[config.mk]
export PLATFORM = sky130hd
export DESIGN_NAME = uart_cmd_decoder
export DESIGN_NICKNAME = d
export VERILOG_FILES = /design/src/rtl/axil_pkg.sv /design/src/rtl/uart_cmd_decoder.sv
export SDC_FILE = /design/constraint.sdc
export NUM_CORES = 1
export LEC_CHECK = 0
export ABC_AREA = 1
export CAP_MARGIN = 20
export CORE_ASPECT_RATIO = 1.75
export CORE_MARGIN = 5
export CORE_UTILIZATION = 48
export DETAILED_ROUTE_END_ITERATION = 10
export PLACE_DENSITY = 0.79
export RECOVER_POWER = 25
export SYNTH_ARGS = -nofsm -noshare
export SYNTH_HDL_FRONTEND = slang
export SYNTH_SLANG_ARGS = --single-unit
[constraint.sdc]
create_clock -name aclk -period 2.3 [get_ports aclk]
set_input_delay 0.575 -clock aclk [delete_from_list [all_inputs] [get_ports aclk]]
set_output_delay 0.575 -clock aclk [all_outputs]
set_load 0.005 [all_outputs]
[src/rtl/axil_pkg.sv]
// Shared AXI-Lite / UART constants plus the command-decoder opcodes, error codes and state type.
package axil_pkg;

  localparam int AXI_DATA_WIDTH_UART = 32;
  localparam int AXI_ADDR_WIDTH      = 32;

  localparam int CLOCK     = 50_000_000;
  localparam int BAUD_RATE = 115_200;
  localparam int DATA_BITS = 8;
  localparam int STOP_BITS = 1;
  localparam int DATA_BYTE = AXI_DATA_WIDTH_UART / 8;

  // Four word-times of slack between words of one command
  localparam int CMD_TIMEOUT_CYCLES =
    4 * CLOCK / BAUD_RATE * DATA_BYTE * (2 + DATA_BITS + STOP_BITS);

  localparam logic [7:0] WR_OP = 8'hA5;
  localparam logic [7:0] RD_OP = 8'h5A;

  typedef enum logic [1:0] {
    ERR_NONE    = 2'b00,
    ERR_OPCODE  = 2'b01,
    ERR_TIMEOUT = 2'b10
  } cmd_err_t;

  typedef enum logic [1:0] {
    CMD_IDLE,
    CMD_ADDR,
    CMD_DATA,
    CMD_ISSUE
  } state_type_cmd;

endpackage

[src/rtl/uart_cmd_decoder.sv]
// Assembles header/address/data words from the UART RX stream into one AXI-Lite command,
// rejecting unknown opcodes and dropping commands that stall between words.
module uart_cmd_decoder
  import axil_pkg::*;
#(
  parameter int DATA_WIDTH     = AXI_DATA_WIDTH_UART,
  parameter int ADDR_WIDTH     = AXI_ADDR_WIDTH,
  parameter int TIMEOUT_CYCLES = CMD_TIMEOUT_CYCLES
) (
  input  logic                  aclk,
  input  logic                  aresetn,
  input  logic [DATA_WIDTH-1:0] s_axis_tdata,
  input  logic                  s_axis_tvalid,
  output logic                  s_axis_tready,
  output logic                  cmd_valid,
  input  logic                  cmd_ready,
  output logic                  cmd_write,
  output logic [ADDR_WIDTH-1:0] cmd_addr,
  output logic [DATA_WIDTH-1:0] cmd_wdata,
  output logic [1:0]            cmd_error
);

  localparam int CNT_W = (TIMEOUT_CYCLES > 1) ? $clog2(TIMEOUT_CYCLES) : 1;
  localparam logic [CNT_W-1:0] CNT_MAX = CNT_W'(TIMEOUT_CYCLES - 1);

  state_type_cmd         state_q;
  logic                  tready_q;
  logic                  valid_q;
  logic                  write_q;
  logic [ADDR_WIDTH-1:0] addr_q;
  logic [DATA_WIDTH-1:0] wdata_q;
  cmd_err_t              err_q;
  logic [CNT_W-1:0]      cnt_q;

  logic       accept;
  logic       waiting;
  logic       timeout;
  logic [7:0] opcode;

  assign accept  = s_axis_tvalid && tready_q;
  assign opcode  = s_axis_tdata[DATA_WIDTH-1 -: 8];
  assign waiting = (state_q == CMD_ADDR) || (state_q == CMD_DATA);
  // An accepted word on the limit cycle takes priority over the timeout
  assign timeout = waiting && !accept && (cnt_q == CNT_MAX);

  always_ff @(posedge aclk) begin
    if (!aresetn) begin
      state_q  <= CMD_IDLE;
      tready_q <= 1'b1;
      valid_q  <= 1'b0;
      write_q  <= 1'b0;
      addr_q   <= '0;
      wdata_q  <= '0;
      err_q    <= ERR_NONE;
      cnt_q    <= '0;
    end else begin
      err_q <= ERR_NONE;

      if (timeout) begin
        state_q <= CMD_IDLE;
        cnt_q   <= '0;
        err_q   <= ERR_TIMEOUT;
      end else if (waiting) begin
        cnt_q <= accept ? '0 : cnt_q + CNT_W'(1);
      end

      unique case (state_q)
        CMD_IDLE: begin
          cnt_q <= '0;
          if (accept) begin
            if (opcode == WR_OP) begin
              write_q <= 1'b1;
              state_q <= CMD_ADDR;
            end else if (opcode == RD_OP) begin
              write_q <= 1'b0;
              state_q <= CMD_ADDR;
            end else begin
              err_q <= ERR_OPCODE;
            end
          end
        end

        CMD_ADDR: begin
          if (accept) begin
            addr_q <= s_axis_tdata[ADDR_WIDTH-1:0];
            if (write_q) begin
              state_q <= CMD_DATA;
            end else begin
              wdata_q  <= '0;
              valid_q  <= 1'b1;
              tready_q <= 1'b0;
              state_q  <= CMD_ISSUE;
            end
          end
        end

        CMD_DATA: begin
          if (accept) begin
            wdata_q  <= s_axis_tdata;
            valid_q  <= 1'b1;
            tready_q <= 1'b0;
            state_q  <= CMD_ISSUE;
          end
        end

        CMD_ISSUE: begin
          if (valid_q && cmd_ready) begin
            valid_q  <= 1'b0;
            tready_q <= 1'b1;
            state_q  <= CMD_IDLE;
          end
        end

        default: state_q <= CMD_IDLE;
      endcase
    end
  end

  assign s_axis_tready = tready_q;
  assign cmd_valid     = valid_q;
  assign cmd_write     = write_q;
  assign cmd_addr      = addr_q;
  assign cmd_wdata     = wdata_q;
  assign cmd_error     = err_q;

endmodule

==> results.json <==
{
  "finalCritPeriodShare_pct": 85.8,
  "seqCellArea_mm2": 0.00176,
  "status": "finished, final reports clean",
  "fill_cells": 665,
  "final_util_pct": 66.9,
  "fin_tns_setup_ns": 0,
  "cts.clk_slew.worst_paths_ns": 0.06,
  "first_global_vias": 3920,
  "num_io_pins": 105,
  "ys_seq_elements": 88,
  "grtUsageTotal_pct": 23.0,
  "syn_to_final_growth_pct": 36.0,
  "totalWireLength_um": 11300,
  "synthCells": 508,
  "ctsResizeCount": 0,
  "avgSynthCellArea_um2": 7.71,
  "layout-drive-gt1-share_pct": 11.5,
  "antenna_cells": 0,
  "antenna_found_initial": 0,
  "cts_made_buffers": 9,
  "clockRootBuffer": "clkbuf_16",
  "route.detailed.drc": 0,
  "syn_nets": 549,
  "max-vdd-ir-drop_v": 0.000635,
  "final_nets": 644,
  "numClockSinks": 88,
  "leakage_nw": 1.76,
  "multi_input_area_mm2": 0.00189,
  "antenna_left": 0,
  "cts_tree": "done",
  "grt_overflow": 0,
  "critPathRequiredTime_ns": 2.57,
  "path_max_fanout": 34,
  "hold_viol": 0,
  "use_met3_pct": 7.65,
  "hold_path.class": "reg -> reg",
  "die_h_um": 129,
  "yosysUniqueCellTypes": 38,
  "rsz0062_at_grt": "no",
  "cts_hold_buf": 0,
  "maxSlewHeadroom_pct": 51.8,
  "fin_worst_skew_ns": 0.00593,
  "total_power_mw": 3.22,
  "yosysTopAreaCell": "dfxtp_1",
  "synth_area_mm2": 0.00392,
  "via_count": 3784,
  "criticalPathCategory": "in -> reg",
  "wl_per_cell_um": 16.2,
  "vias_per_cell": 5.42,
  "dieWidth_um": 78.3,
  "dp_hpwl_um": 7870,
  "insertion_delay_ns": 0.33,
  "place_congestion": 0.858,
  "core_area_mm2": 0.00796,
  "tightestPinTransition_ns": 0.723,
  "cts_buffer_depth": 2,
  "gr-usage-met1_pct": 24.6,
  "grt_pass1_wl_um": 18800,
  "max_cap_violations": 0,
  "grt_max_degree": 70,
  "yosys_warnings": 0,
  "place_area_mm2": 0.00501,
  "busiest_layer": "met2",
  "end_kind": "flop",
  "drt_iter0_drc": 352,
  "synth_area_leaders": "dfxtp_1, nand2_1, nand3_1",
  "grt_use_met2_pct": 41.6,
  "synth_top_area_share_pct": 45.0,
  "post_cts_buffers": 0,
  "rows": 43,
  "final_max_slew_viol_count": 0,
  "dieArea_mm2": 0.0101,
  "ys_seq_area_share_pct": 45.0,
  "fin_area_mm2": 0.00532,
  "crit_path_start_kind": "input pin",
  "fmax_mhz": 507,
  "fin_crit_ns": 1.97,
  "cts-htree-levels": 3,
  "first_pass_iters": 7,
  "arrival_ns": 2.24,
  "power_density_mw_per_mm2": 604,
  "setup_viol": 0,
  "start_util_pct": 49.2,
  "port_buffers": 104
}
-- area by class of cell --
class                           instances  area share (%)
Sequential cell                        88            33.1
Tap cell                               90            2.12
Multi-Input combinational cell        365            35.5
Clock inverter                          6            1.55
Inverter                               25            1.86
Clock buffer                           10            4.49
Timing Repair Buffer                  114            21.4
-- cell usage after synthesis, drive strengths merged --
master / instances
nand3: 90
dfxtp: 88
o21bai: 1
or2: 3
o22ai: 1
xor2: 3
nand4: 4
buf: 15
ha: 5
o21ai: 4
a21oi: 83
nor3: 12
a22oi: 2
inv: 21
nor2: 29
clkbuf: 15
nand2: 124
clkinv: 4
nand3b: 1
nor4: 2
nor3b: 1
-- report_power, final --
group          total (mW)  internal [mW]  switching [mW]  leakage [nW]
registers            1.53           1.53        0.000944         0.709
logic               0.138         0.0664          0.0712         0.892
clock network        1.55          0.975           0.579         0.158
-- per-layer routing --
metal	wire length, um	up-vias
met5	0	-
met4	140	0
met3	789	12
met2	6250	111
met1	4130	1775
li1	-	1886
-- flip-flops by register name (all words and copies together), names as in the netlist --
signal,cells
cmd_write,1
cmd_addr,32
s_axis_tready,1
cnt_q,17
cmd_error,2
cmd_valid,1
cmd_wdata,32
state_q,2
-- metrics by stage --
| stage | hold WS [ns] | instances | setup WS [ns] |
|---|---|---|---|
| 2_1_floorplan | 0.443 | 508 | 0.696 |
| 3_3_place_gp | 0.448 | 682 | 0.204 |
| 3_5_place_dp | 0.454 | 682 | 0.125 |
| 4_1_cts | 0.464 | 698 | 0.334 |
| 5_1_grt | 0.480 | 698 | 0.153 |
| 6_report | 0.461 | 698 | 0.326 |
-- worst paths after layout --
kind                       from          end  slack (ns)  depth (start not counted)
setup / recovery  s_axis_tvalid   state_q[0]        0.33                          8
hold / removal      cmd_addr[9]  cmd_addr[9]        0.46                          2
setup reg to reg     state_q[0]     cnt_q[6]        0.33                          8
hold reg to reg     cmd_addr[9]  cmd_addr[9]        0.46                          2
-- critical path, cell delays in order --
cell,delay [ns]
clkdlybuf4s50_1,0.45
nand2_1,0.15
inv_4,0.11
clkbuf_2,0.56
nand3_1,0.14
nand2_1,0.09
nand2_1,0.04
a21oi_1,0.10
-- layout by cell type, fill, tap and decap left out, types with 3 or more instances in the layout --
master	instances
nand4_1	4
clkbuf_16	9
inv_1	19
ha_1	5
nor3_1	9
nand3_2	13
a21oi_2	11
nor2_1	25
nand3_1	76
clkdlybuf4s50_1	97
nand2_1	119
xor2_1	3
nand2_2	5
clkinv_2	5
a21oi_1	72
dlygate4sd3_1	7
dfxtp_1	88
buf_4	7
-- cells by family (layout without fill, tap and decap cells) --
kind of cell	after synthesis	after routing	share of synthesized area, %
DFF	88	88	45.0
buffers and inverters	55	155	6.65
adders and majority gates	5	5	1.60
and+or+nand+nor	266	266	33.2
xor gates and xnor gates	3	3	0.671
AOI/OAI and AO/OA	91	91	12.9
Note: power is estimated with default switching activity, not from simulation.
